### src/rtl/ocp_nic_pwr_seq.sv
// OCP NIC 3.0 slot power sequencer: aux rail, main rail, PERST# release on the
// way up, the reverse on the way down, and an immediate shutdown on any PG fault.
module ocp_nic_pwr_seq #(
  parameter logic [15:0] PG_TIMEOUT   = 16'd10000,
  parameter logic [15:0] AUX_MAIN_DLY = 16'd5000,
  parameter logic [15:0] PERST_DLY    = 16'd2000,
  parameter logic [15:0] DN_DLY       = 16'd500
) (
  input  logic        clk_in,
  input  logic        iRst,
  input  logic        iPwr_req,
  input  logic        iAux_pg,
  input  logic        iMain_pg,
  input  logic        iDly_timeout,
  output logic        oDly_en,
  output logic [15:0] oDly_time,
  output logic        oAux_en,
  output logic        oMain_en,
  output logic        oPerst_n,
  output logic        oFault,
  output logic [3:0]  oState
);

  typedef enum logic [3:0] {
    ST_OFF      = 4'd0,
    ST_AUX_EN   = 4'd1,
    ST_AUX_DLY  = 4'd2,
    ST_MAIN_EN  = 4'd3,
    ST_MAIN_DLY = 4'd4,
    ST_ON       = 4'd5,
    ST_DN_PERST = 4'd6,
    ST_DN_MAIN  = 4'd7,
    ST_FAULT    = 4'd8
  } state_t;

  state_t      state_q, state_d;
  logic        dly_en_q, dly_en_d;
  logic [15:0] dly_time_q, dly_time_d;
  logic        aux_en_q, aux_en_d;
  logic        main_en_q, main_en_d;
  logic        perst_n_q, perst_n_d;
  logic        fault_q, fault_d;
  logic        tmo;
  logic        pg_lost;

  // Delay value loaded into the external timer for each state; 0 means untimed.
  function automatic logic [15:0] dly_for(input state_t s);
    logic [15:0] v;
    case (s)
      ST_AUX_EN, ST_MAIN_EN:   v = PG_TIMEOUT;
      ST_AUX_DLY:              v = AUX_MAIN_DLY;
      ST_MAIN_DLY:             v = PERST_DLY;
      ST_DN_PERST, ST_DN_MAIN: v = DN_DLY;
      default:                 v = 16'd0;
    endcase
    return v;
  endfunction

  function automatic logic is_timed(input state_t s);
    logic t;
    case (s)
      ST_AUX_EN, ST_AUX_DLY, ST_MAIN_EN, ST_MAIN_DLY,
      ST_DN_PERST, ST_DN_MAIN: t = 1'b1;
      default:                 t = 1'b0;
    endcase
    return t;
  endfunction

  // A timeout seen during the restart gap belongs to the previous state's delay.
  assign tmo = iDly_timeout & dly_en_q;

  // Next-state logic; PG loss overrides everything, then power-request drop.
  always_comb begin
    state_d = state_q;
    case (state_q)
      ST_AUX_DLY, ST_MAIN_EN:  pg_lost = ~iAux_pg;
      ST_MAIN_DLY, ST_ON:      pg_lost = ~iAux_pg | ~iMain_pg;
      default:                 pg_lost = 1'b0;
    endcase

    if (pg_lost) begin
      state_d = ST_FAULT;
    end else begin
      case (state_q)
        ST_OFF: begin
          if (iPwr_req) state_d = ST_AUX_EN;
          else          state_d = ST_OFF;
        end
        ST_AUX_EN: begin
          if (!iPwr_req)    state_d = ST_OFF;
          else if (iAux_pg) state_d = ST_AUX_DLY;
          else if (tmo)     state_d = ST_FAULT;
          else              state_d = ST_AUX_EN;
        end
        ST_AUX_DLY: begin
          if (!iPwr_req) state_d = ST_OFF;
          else if (tmo)  state_d = ST_MAIN_EN;
          else           state_d = ST_AUX_DLY;
        end
        ST_MAIN_EN: begin
          if (!iPwr_req)     state_d = ST_DN_MAIN;
          else if (iMain_pg) state_d = ST_MAIN_DLY;
          else if (tmo)      state_d = ST_FAULT;
          else               state_d = ST_MAIN_EN;
        end
        ST_MAIN_DLY: begin
          if (!iPwr_req) state_d = ST_DN_MAIN;
          else if (tmo)  state_d = ST_ON;
          else           state_d = ST_MAIN_DLY;
        end
        ST_ON: begin
          if (!iPwr_req) state_d = ST_DN_PERST;
          else           state_d = ST_ON;
        end
        ST_DN_PERST: begin
          if (tmo) state_d = ST_DN_MAIN;
          else     state_d = ST_DN_PERST;
        end
        ST_DN_MAIN: begin
          if (tmo) state_d = ST_OFF;
          else     state_d = ST_DN_MAIN;
        end
        ST_FAULT: begin
          if (!iPwr_req) state_d = ST_FAULT == ST_FAULT ? ST_OFF : ST_FAULT;
          else           state_d = ST_FAULT;
        end
        default: state_d = ST_FAULT;
      endcase
    end
  end

  // Output decode from the next state so every output moves on the entering edge.
  always_comb begin
    dly_time_d = dly_for(state_d);
    dly_en_d   = (state_d == state_q) & is_timed(state_d);
    aux_en_d   = 1'b0;
    main_en_d  = 1'b0;
    perst_n_d  = 1'b0;
    fault_d    = 1'b0;
    case (state_d)
      ST_AUX_EN, ST_AUX_DLY: aux_en_d = 1'b1;
      ST_MAIN_EN, ST_MAIN_DLY, ST_DN_PERST: begin
        aux_en_d  = 1'b1;
        main_en_d = 1'b1;
      end
      ST_ON: begin
        aux_en_d  = 1'b1;
        main_en_d = 1'b1;
        perst_n_d = 1'b1;
      end
      ST_DN_MAIN: aux_en_d = 1'b1;
      ST_FAULT:   fault_d  = 1'b1;
      default: begin
        aux_en_d  = 1'b0;
        main_en_d = 1'b0;
      end
    endcase
  end

  // State and output registers; reset removes all power with no down-sequence.
  always_ff @(posedge clk_in or posedge iRst) begin
    if (iRst) begin
      state_q    <= ST_OFF;
      dly_en_q   <= 1'b0;
      dly_time_q <= 16'd0;
      aux_en_q   <= 1'b0;
      main_en_q  <= 1'b0;
      perst_n_q  <= 1'b0;
      fault_q    <= 1'b0;
    end else begin
      state_q    <= state_d;
      dly_en_q   <= dly_en_d;
      dly_time_q <= dly_time_d;
      aux_en_q   <= aux_en_d;
      main_en_q  <= main_en_d;
      perst_n_q  <= perst_n_d;
      fault_q    <= fault_d;
    end
  end

  assign oDly_en   = dly_en_q;
  assign oDly_time = dly_time_q;
  assign oAux_en   = aux_en_q;
  assign oMain_en  = main_en_q;
  assign oPerst_n  = perst_n_q;
  assign oFault    = fault_q;
  assign oState    = state_q;

endmodule

### config.mk
export PLATFORM = sky130hd
export DESIGN_NAME = ocp_nic_pwr_seq
export DESIGN_NICKNAME = d
export VERILOG_FILES = /design/src/rtl/ocp_nic_pwr_seq.sv
export SDC_FILE = /design/constraint.sdc
export NUM_CORES = 1
export LEC_CHECK = 0
export ABC_AREA = 0
export BUFFER_PORTS_ARGS = -buffer_cell sky130_fd_sc_hd__buf_2
export CORE_AREA = 2 2 60 45
export CTS_CLUSTER_DIAMETER = 100
export DETAILED_ROUTE_END_ITERATION = 10
export DIE_AREA = 0 0 62 47
export GPL_TIMING_DRIVEN = 0
export PLACE_DENSITY = 0.73
export SLEW_MARGIN = 25
export SYNTH_ARGS = -nofsm -noshare
export SYNTH_HDL_FRONTEND = slang
export SYNTH_SLANG_ARGS = --single-unit
### constraint.sdc
create_clock -name clk_in -period 2.1 [get_ports clk_in]
set_clock_uncertainty 0.15 [all_clocks]
set_input_delay 0.42 -clock clk_in [delete_from_list [all_inputs] [get_ports clk_in]]
set_output_delay 0.42 -clock clk_in [all_outputs]
set_load 0.1 [all_outputs]
# == Word-level counts from Yosys, hierarchy flattened ==
# Index checks and enable logic that the tools add are counted.
# classes
addsub,0
n_mul,0
div,0
n_lt_le_gt_ge,0
eq_ne,17
n_shift,0
n_mux,24
bitwise,5
reduce_logical,8
# op_table
cell,n
$pmux 14 s4,1
$pmux 4 s9,1
$eq 4x3->1 const B,8
$mux 4,8
$eq 4x2->1 const B,4
$mux 1,9
$eq 4x1->1 const B,2
$eq 4x4->1 const B,2
$reduce_or 2->1,4
$reduce_or 7->1,1
$mux 2,3
$reduce_or 6->1,1
$eq 4x4->1,1
$logic_not 4->1,1
$reduce_or 4->1,1
$mux 3,1
$and 1x1->1,2
$not 1->1,2
$pmux 1 s2,1
$or 1x1->1,1
# totals
regBits,25
latch_bits,0
ramBits,0
romBits,0
in_bits,6
out_inout_bits,25
memories,0

# == Depth between registers and ports, before layout ==
# Gate-level depths: netlist of the first run.
# logic_depth
word_depth,10
depth_mapped,9
mapped_depth_nobuf,7

# == Least setup slack after synthesis of the first run ==
# OpenSTA, ideal clock, no wires.
# synth_path
path_type,register to register
startpoint,register state_q[2] (netlist: oState[2])
endpoint,register main_en_q (netlist: oMain_en)
arrival_ns,2.258
t_required_ns,1.830
slack_ns,-0.428
path_stages_with_launch,9
period_less_slack_ns,2.528
path_cell_list,dfrtp_1 buf_6 nor2b_1 or3_1 o31ai_2 o21ai_4 inv_2 a21oi_1 a31o_1
# synth_between
elab_chain_cells,7
word_cells_on_any_way,20
# synth_rtl
element,line,text
start: declaration,36,"state_t state_q, state_d;"
start signal: assignment,171,state_q <= state_d;
$eq 4x3->1 / $eq 4x2->1 (equally long branches),"75, 84",
$reduce_or 2->1,75,case (state_q)
$pmux 1 s2,75,
$mux 4 (*),81,if (pg_lost) begin
via state_d[0],36,
$eq 4x3->1 / $eq 4x2->1 (equally long branches),140,case (state_d)
$reduce_or 4->1 (no line) (*),--,
$mux 1 (*),140,
via main_en_d,40,"logic main_en_q, main_en_d;"
end signal: assignment,175,main_en_q <= main_en_d;
end: declaration,40,
# Mark *: on every way through the listed nets, which the timed path passes. The rest lies on a longest branch.

# == Worst setup path in the final report of the first run ==
# layout_path
startpoint,register state_q[1] (netlist: oState[1])
endpoint,register dly_en_q (netlist: oDly_en)
# layout_between
elab_chain_cells,8
word_cells_on_any_way,24
# layout_rtl
element,line,text
$eq 4x3->1 / $eq 4x2->1 (equally long branches),"75, 84",
$reduce_or 2->1,75,
$pmux 1 s2,75,
$mux 4 (*),81,
via state_d[3],36,
"$eq 4x2->1, or another cell as far along",61,case (s)
$reduce_or 6->1,61,
$mux 1,61,
$and 1x1->1 (*),135,dly_en_d = (state_d == state_q) & is_timed(state_d);
via dly_en_d,37,"logic dly_en_q, dly_en_d;"
end signal: assignment,172,dly_en_q <= dly_en_d;
end: declaration,37,
# Marked as above.

==> flow_summary_export.csv, run 1 <==
group,metric,value,unit
floorplanning,die_x,62,um
final_layout,regArea,462,sq um
detailed_routing,vias_per_cell,5.28,
setup_path,critPathMaxFanout,5,
detailed_routing,drc,0,
cts,cts_buffers,3,
placed_design,dp.final_hpwl,1680,um
final_layout,fill_cells,173,
final_layout,nets,165,
setup_path,startpoint_type,"register",
setup_path,path_class,"register to register",
global_routing,grt_util_met1,28.3,%
global_routing,top_usage_layer,"met2",
logic_synthesis,ys.flop_type,"dfrtp_1",
final_layout,final_area,1590,sq um
logic_synthesis,yosysSeqAreaShare,39.0,%
global_routing,grt_pass1_wl,4210,um
run_status,violations,"setup timing",
floorplanning,initial_core_util,49.3,%
final_layout,syn_to_final_growth,37.8,%
timing,hold_viol,0,
floorplanning,rows,15,
setup_path,end_kind,"register",
floorplanning,die_area,2910,sq um
timing,worst_slew_margin_rel,56.4,%
logic_synthesis,avgSynthCellArea,10.5,sq um
logic_synthesis,synth_edf_count,0,
cts,clk_pin_slew,100,ps
detailed_routing,first_pass_iters,4,
cts,cts.hold.buffers_added,0,
floorplanning,die_h,47,um
placed_design,dpl_worst_slack,-108,ps
cts,cts_buffer_depth,2,
global_routing,use_met3,5.79,%
final_layout,multi_input_area,627,sq um
floorplanning,core-area,2350,sq um
logic_synthesis,synth_cell_types,50,
placed_design,gp_congestion,0.831,
setup_path,critPathLaunch,"oState[1]$_DFF_PP0_",
floorplanning,pin_count,31,
timing,worst_pin_slew,654,ps
global_routing,overflow,0,
global_routing,grt_pass1_vias,915,
timing,rsz0062_at_grt,"true",
setup_path,reg2reg_from,"oState[1]$_DFF_PP0_",
logic_synthesis,async_flop_share,100,%
setup_path,crit_required,2160,ps
logic_synthesis,yosysWarnings,0,
cts,clk_latency,290,ps
logic_synthesis,ys_seq_elements,18,
global_routing,grt_use_total,20.4,%
timing,drv_slew,0,
timing,min_period,2160,ps
detailed_routing,drt_iter0_markers,28,
run_status,status,"finished, violations left",
placed_design,portBuffers,25,
cts,cts_tree,"done",
global_routing,use_met2,30.8,%
timing,max_freq,462,MHz
final_layout,diodes,0,
logic_synthesis,syn_inst,110,
cts,cts.sinks,18,
detailed_routing,dr_total_vias,1014,
global_routing,antenna_found_initial,0,
timing,tns,-87.9,ps
final_layout,drive_gt1_share,54.4,%
timing,finalSetupViolCount,3,
timing,fin_crit_sh,103,%
hold_path,min_path_type,"input port to async pin",
placed_design,place_area,1360,sq um
cts,h-tree-depth,1,
global_routing,grt_start_max_net_pins,19,
detailed_routing,wl,2780,um
setup_path,critical_path_arrival,2220,ps
detailed_routing,wl_per_cell,14.5,um
final_layout,final_common_cell,"buf_2",
logic_synthesis,synth_area,1160,sq um
detailed_routing,ant_nets,0,
final_layout,final_cell_mix,"buf_2, buf_4, dfrtp_1, inv_1, nand2_1",
run,maxCapViolations,0,
timing,setup_ws,-63.4,ps
cts,clockRootBuffer,"clkbuf_4",
## path summary, 6_finish.rpt
kind,to,slack (ps),cells after the start
max in group asynchronous,oState[1]$_DFF_PP0_,1270,2
min in group clk_in,oFault$_DFF_PP0_,420,3
worst max-delay path,oDly_en$_DFF_PP0_,-60,7
worst max register to register,oDly_en$_DFF_PP0_,-60,7
worst min-delay path,oDly_time[13]$_DFF_PP0_,50,2
worst min register to register,oFault$_DFF_PP0_,610,2
## logic make-up (layout without fill, tap and decap cells)
kind of cell | after synthesis | in the layout | share of synthesized area (%)
AO/OA/AOI/OAI | 25 | 25 | 22.8
XOR/XNOR | 2 | 2 | 1.52
buffers and inverters | 23 | 67 | 13.4
flip-flops | 18 | 18 | 39.0
multiplexers | 1 | 1 | 0.866
other | 1 | 5 | 0.324
AND/OR/NAND/NOR | 40 | 40 | 22.1
## layout make-up
type,count,share of cell area (%)
Timing Repair Buffer,41,16.8
Inverter,9,2.12
Clock buffer,4,2.28
Sequential cell,18,29.0
Tap cell,34,2.67
Multi-Input combinational cell,73,39.4
Buffer,13,7.78
## worst max-delay path, cell delays in order, from the launching register on
cell,delay (ps)
dfrtp_4,460
bufbuf_16,260
nor2_1,40
a221o_1,390
buf_4,160
o2bb2ai_1,200
nor2b_1,200
a211oi_2,210
## cell usage after synthesis, types with 2 or more instances
master | count | share of area (%)
nor3_1 | 2 | 0.87
buf_6 | 5 | 4.9
a31oi_1 | 2 | 1.1
or3_1 | 2 | 1.1
nor2_1 | 6 | 1.9
dfrtp_1 | 18 | 39
o21ai_1 | 3 | 1.3
nor2b_1 | 3 | 1.6
inv_2 | 2 | 0.65
nand2b_1 | 2 | 1.1
o21ai_0 | 2 | 0.87
o2bb2ai_1 | 2 | 1.5
and2_1 | 2 | 1.1
a21oi_1 | 3 | 1.3
nand3_1 | 3 | 1.3
buf_4 | 8 | 5.2
nand2_1 | 6 | 1.9
inv_1 | 7 | 2.3
## metrics by stage
step                util [%]  hold WS, ps  cells
floorplan                  -          208    114
global placement        58.1          372    173
detailed placement      58.1          395    173
CTS                     66.3         61.7    191
global route            67.9         86.7    192
finish                  67.9         46.6    192
## routing by layer
| metal | vias to the layer above | part of all wire [%] | routed length (um) |
|---|---|---|---|
| li1 | 474 | - | - |
| met1 | 480 | 44 | 1240 |
| met2 | 52 | 48 | 1320 |
| met3 | 8 | 6.4 | 179 |
| met4 | 0 | 1.4 | 40 |
| met5 | - | 0 | 0 |
## flip-flops by register name (all words and copies together) (netlist names)
| name | count |
|---|---|
| oDly_time | 9 |
| oFault | 1 |
| oAux_en | 1 |
| oMain_en | 1 |
| oState | 4 |
| oDly_en | 1 |
| oPerst_n | 1 |
## timing repair
action	in CTS	in global routing
pin swaps	11	4
setup endpoints to repair	3	9
cloned	2	0
gates resized for setup	6	8
buffers inserted	13	1
hold endpoints to repair	0	0
Power of run 1 is not shown: default switching activity piles up to over one toggle a cycle in this logic, so the estimate is an artifact.
==> run 2: changes to the inputs <==
--- a/config.mk
+++ b/config.mk
@@ -8,11 +8,13 @@
 export ABC_AREA = 0
 export BUFFER_PORTS_ARGS = -buffer_cell sky130_fd_sc_hd__buf_2
 export CORE_AREA = 2 2 60 45
-export CTS_CLUSTER_DIAMETER = 100
+export CTS_CLUSTER_DIAMETER = 40
 export DETAILED_ROUTE_END_ITERATION = 10
 export DIE_AREA = 0 0 62 47
 export GPL_TIMING_DRIVEN = 0
+export HOLD_SLACK_MARGIN = 0.06
 export PLACE_DENSITY = 0.73
+export SKIP_LAST_GASP = 1
 export SLEW_MARGIN = 25
 export SYNTH_ARGS = -nofsm -noshare
 export SYNTH_HDL_FRONTEND = slang
==> run 2 against run 1 <==
Against the previous run:
- cell count rose by 0.52%
- maximum frequency is 0.10% higher
- count of clock-buffer cells in the layout unchanged
- global-route usage rose by 0.29 points
- critical endpoint is now oMain_en$_DFF_PP0_
- the flow still finishes with violations (setup timing)
- worst hold slack improved by 0.99 ps
- highest routed layer unchanged
==> flow_summary_export.csv, run 2 (synthesis results as in run 1) <==
group,metric,value,unit
detailed_routing,dr_total_vias,993,
final_layout,final_common_cell,"buf_2",
global_routing,grt_start_max_net_pins,19,
cts,cts_buffers,3,
final_layout,syn_to_final_growth,37.9,%
detailed_routing,drt_iter0_markers,11,
timing,setup_ws,-61.2,ps
timing,fin_crit_sh,103,%
timing,finalSetupViolCount,4,
detailed_routing,first_pass_iters,4,
detailed_routing,wl,2780,um
cts,clk_latency,300,ps
placed_design,portBuffers,25,
global_routing,overflow,0,
cts,cts.sinks,18,
timing,hold_viol,0,
setup_path,crit_path_cell_trace,"bufbuf_16 > or3_4 > o221ai_4 > o211ai_4 > inv_2 > buf_4 > nor2_4 > a31o_1",
setup_path,r2r_slack,-60,ps
timing,rsz0062_at_grt,"true",
final_layout,largest_reg_flops,9,
placed_design,gp_congestion,0.831,
final_layout,diodes,0,
setup_path,end_kind,"register",
timing,min_period,2160,ps
setup_path,critPathMaxStageDelay,520,ps
floorplanning,die_area,2910,sq um
global_routing,antenna_found_initial,0,
floorplanning,die_x,62,um
detailed_routing,vias_per_cell,5.15,
setup_path,crit_required,2150,ps
cts,cts_tree,"done",
global_routing,grt_use_total,20.7,%
final_layout,drive_gt1_share,54.1,%
setup_path,cpMaxStageDelayCell,"dfrtp_4",
setup_path,reg2reg_from,"oState[1]$_DFF_PP0_",
setup_path,r2r_cells,8,
detailed_routing,ant_nets,0,
final_layout,final_cell_mix,"buf_2, buf_4, dfrtp_1, inv_1, nand2_1",
global_routing,grt_pass1_vias,930,
floorplanning,core-area,2350,sq um
setup_path,critPathMaxFanout,5,
setup_path,startpoint_type,"register",
cts,clockRootBuffer,"clkbuf_4",
global_routing,grt_pass1_wl,4250,um
setup_path,critPathLaunch,"oState[1]$_DFF_PP0_",
timing,max_freq,463,MHz
hold_path,min_path_type,"input port to async pin",
timing,worst_pin_slew,665,ps
cts,clk_pin_slew,100,ps
setup_path,r2r_end,"oMain_en$_DFF_PP0_",
floorplanning,rows,15,
floorplanning,initial_core_util,49.3,%
timing,worst_slew_margin_rel,55.6,%
setup_path,endpoint,"oMain_en$_DFF_PP0_",
cts,cts_buffer_depth,2,
detailed_routing,drc,0,
placed_design,dp.cells,173,
placed_design,dp.final_hpwl,1680,um
cts,h-tree-depth,1,
floorplanning,pin_count,31,
detailed_routing,wl_per_cell,14.4,um
final_layout,fill_cells,174,
run,maxCapViolations,0,
run_status,status,"finished, violations left",
final_layout,final_cells,193,
run_status,violations,"setup timing",
setup_path,path_class,"register to register",
setup_path,critical_path_arrival,2210,ps
final_layout,nets,166,
timing,drv_slew,0,
floorplanning,die_h,47,um
[run 2: layout make-up]
class	count	area [sq um]	share of cell area [%]
clock buffers	4	36.3	2.28
multi-input cells	73	624	39.2
flip-flops and latches	18	462	29.0
inverters	9	33.8	2.12
repair buffers	42	275	17.3
well taps	34	42.5	2.67
plain buffers	13	120	7.54
[run 2: through the flow]
step / worst slack (ps) / cell area, sq um / hold slack (ps) / utilization (%) / TNS, ps
finish: -61.2 / 1590 / 47.6 / 67.9 / -144
detailed placement: -108 / 1360 / 395 / 58.1 / -242
global placement: -75.4 / 1360 / 372 / 58.1 / -138
floorplan: -112 / 1190 / 208 / - / -343
CTS: -32.1 / 1550 / 61.7 / 66.2 / -47.6
global route: -116 / 1590 / 92.7 / 67.9 / -562
[run 2: per-layer routing]
| metal | vias up | global-route usage, % | share of wire [%] | wire (um) |
|---|---|---|---|---|
| met5 | - | 0 | 0 | 0 |
| li1 | 475 | - | - | - |
| met4 | 0 | 8.94 | 1.8 | 51 |
| met1 | 460 | 28.1 | 45 | 1250 |
| met2 | 49 | 30.6 | 46 | 1270 |
| met3 | 9 | 6.34 | 7.1 | 196 |
[run 2: timing repair]
| action | CTS | global route |
|---|---|---|
| gates cloned | 2 | 0 |
| resized for setup | 5 | 7 |
| hold buffers | 0 | 0 |
| endpoints found under the setup margin | 3 | 10 |
| pin swaps | 10 | 5 |
| setup buffers | 13 | 2 |
[run 2: how the worst min path moves through the flow]
stage / cells after the start / start / end
finish: 2 / iRst / oDly_time[6]$_DFF_PP0_
global route: 2 / iRst / oDly_time[10]$_DFF_PP0_
CTS: 2 / iRst / oDly_time[6]$_DFF_PP0_
detailed placement: 2 / iRst / oDly_time[8]$_DFF_PP0_
global placement: 2 / iRst / oDly_time[13]$_DFF_PP0_
floorplan: 1 / iRst / oAux_en$_DFF_PP0_
[run 2: worst max-delay path: cells and delay by family, from the launching register on]
kind,cells,cell delay [ps]
buffers and inverters,3,530
flip-flops,1,520
AO/OA/AOI/OAI,3,480
AND/OR/NAND/NOR,2,370
Power of run 2 is left out for the same reason.
==> run 3: changes to the inputs <==
--- a/config.mk
+++ b/config.mk
@@ -7,13 +7,14 @@
 export LEC_CHECK = 0
 export ABC_AREA = 0
 export BUFFER_PORTS_ARGS = -buffer_cell sky130_fd_sc_hd__buf_2
-export CORE_AREA = 2 2 60 45
+export CORE_AREA = 2 2 58 44
 export CTS_CLUSTER_DIAMETER = 40
 export DETAILED_ROUTE_END_ITERATION = 10
-export DIE_AREA = 0 0 62 47
+export DIE_AREA = 0 0 60 46
 export GPL_TIMING_DRIVEN = 0
 export HOLD_SLACK_MARGIN = 0.06
-export PLACE_DENSITY = 0.73
+export PLACE_DENSITY = 0.77
+export REMOVE_ABC_BUFFERS = 1
 export SKIP_LAST_GASP = 1
 export SLEW_MARGIN = 25
 export SYNTH_ARGS = -nofsm -noshare
==> constraint.sdc (replaced) <==
create_clock -name clk_in -period 2.65 [get_ports clk_in]
set_clock_uncertainty 0.15 [all_clocks]
set_input_delay 0.53 -clock clk_in [delete_from_list [all_inputs] [get_ports clk_in]]
set_output_delay 0.53 -clock clk_in [all_outputs]
set_load 0.1 [all_outputs]
==> run 3 against run 2 <==
Against the previous run:
- the flow now finishes without violations
- critical path type unchanged
- maximum frequency down 12%
- sequential cell count stayed put
- sequential share of layout area grew 7.1 points
==> flow_summary_export.csv, run 3 (synthesis results as in run 1) <==
group,metric,value,unit
run_status,status,"finished, final reports clean",
timing,min_period,2450,ps
global_routing,grt_use_total,16.6,%
floorplanning,die_x,60,um
timing,max_freq,409,MHz
timing,worst_slew_margin_rel,55.6,%
final_layout,final_cell_mix,"buf_2, dfrtp_1, inv_1, nand2_1, nor2_1",
hold_path,min_path_type,"input port to async pin",
floorplanning,die_area,2760,sq um
timing,fin_crit_sh,92.3,%
floorplanning,initial_core_util,50.9,%
cts,h-tree-depth,1,
setup_path,critPathMaxStageDelay,660,ps
global_routing,grt_pass1_vias,750,
detailed_routing,drc,0,
setup_path,critical_path_arrival,2510,ps
detailed_routing,wl_per_cell,13.9,um
final_layout,diodes,0,
placed_design,dpl_worst_slack,-8.31,ps
detailed_routing,wl,2270,um
setup_path,path_class,"register to register",
setup_path,startpoint_type,"register",
setup_path,critPathLaunch,"oState[1]$_DFF_PP0_",
run,maxCapViolations,0,
detailed_routing,first_pass_iters,4,
timing,worst_pin_slew,666,ps
cts,cts_tree,"done",
cts,clockRootBuffer,"clkbuf_4",
cts,clk_pin_slew,100,ps
cts,cts.hold.buffers_added,0,
timing,setup_ws,204,ps
placed_design,dp.final_hpwl,1610,um
timing,finalSetupViolCount,0,
cts,cts_buffers,3,
setup_path,end_kind,"register",
final_layout,syn_to_final_growth,8.66,%
timing,holdWs,168,ps
floorplanning,rows,15,
placed_design,gp_congestion,0.847,
global_routing,antenna_found_initial,0,
final_layout,utilization,55.3,%
floorplanning,die_h,46,um
detailed_routing,vias_per_cell,5.37,
global_routing,grt_start_max_net_pins,23,
global_routing,overflow,0,
setup_path,crit_path_cell_trace,"nor2_1 > a221o_1 > a31oi_2 > and2_1 > o211ai_1 > a211oi_2",
setup_path,crit_required,2710,ps
floorplanning,pin_count,31,
final_layout,fill_cells,208,
cts,cts_buffer_depth,2,
detailed_routing,drt_iter0_markers,33,
cts,clk_latency,290,ps
setup_path,critPathMaxFanout,22,
setup_path,r2r_cells,6,
final_layout,nets,136,
final_layout,largest_reg_flops,9,
timing,drv_slew,0,
final_layout,drive_gt1_share,35.7,%
timing,rsz0062_at_grt,"false",
detailed_routing,dr_total_vias,875,
setup_path,cpMaxStageDelayCell,"dfrtp_2",
setup_path,reg2reg_from,"oState[1]$_DFF_PP0_",
placed_design,portBuffers,25,
floorplanning,core-area,2270,sq um
cts,cts.sinks,18,
global_routing,grt_pass1_wl,3400,um
final_layout,final_common_cell,"buf_2",
detailed_routing,ant_nets,0,
timing,hold_viol,0,
## run 3: cell types whose count changed in the layout (fill, tap and decap cells not counted), sizes merged
cell / previous run / this run
bufbuf: 1 / 0
buf: 54 / 25
## run 3: worst paths after layout
path / to / slack (ps)
worst max register to register: oDly_en$_DFF_PP0_ / 200
worst min-delay path: oDly_time[8]$_DFF_PP0_ / 170
worst max-delay path: oDly_en$_DFF_PP0_ / 200
min in group clk_in: oFault$_DFF_PP0_ / 510
worst min register to register: oFault$_DFF_PP0_ / 580
max in group asynchronous: oState[1]$_DFF_PP0_ / 1720
## run 3: metal layers
| layer | up-vias | share of wire (%) | wire [um] | track usage, % |
|---|---|---|---|---|
| met5 | - | 0 | 0 | 0 |
| met4 | 0 | 0 | 0 | 4.00 |
| met3 | 0 | 4.1 | 92 | 0.852 |
| met2 | 32 | 52 | 1170 | 29.1 |
| met1 | 431 | 44 | 1010 | 22.7 |
| li1 | 412 | - | - | - |
## run 3: area by class of cell
class / instances / area, sq um / share of cell area [%]
Clock buffer: 4 / 36.3 / 2.89
Inverter: 9 / 33.8 / 2.69
Multi-Input combinational cell: 73 / 566 / 45.0
Sequential cell: 18 / 453 / 36.1
Tap cell: 34 / 42.5 / 3.39
Timing Repair Buffer: 25 / 125 / 9.96
## run 3: critical path, delay by kind of cell, from the launching register on
family           cells  cell delay [ps]
AO/OA/AOI/OAI        4             1230
AND/OR/NAND/NOR      2              340
flip-flops           1              660
## run 3: stage by stage
stage / cells / area (sq um) / TNS [ps]
floorplan: 100 / 1050 / -665
global placement: 159 / 1220 / 0
detailed placement: 159 / 1220 / -8.31
CTS: 163 / 1260 / 0
global route: 163 / 1260 / 0
finish: 163 / 1260 / 0
## run 3: what timing repair did
| action | 4_1_cts | 5_1_grt |
|---|---|---|
| endpoints found under the setup margin | 1 | 0 |
| buffers inserted | 0 | 0 |
| gates resized for setup | 2 | 0 |
Power of run 3 is left out for the same reason.
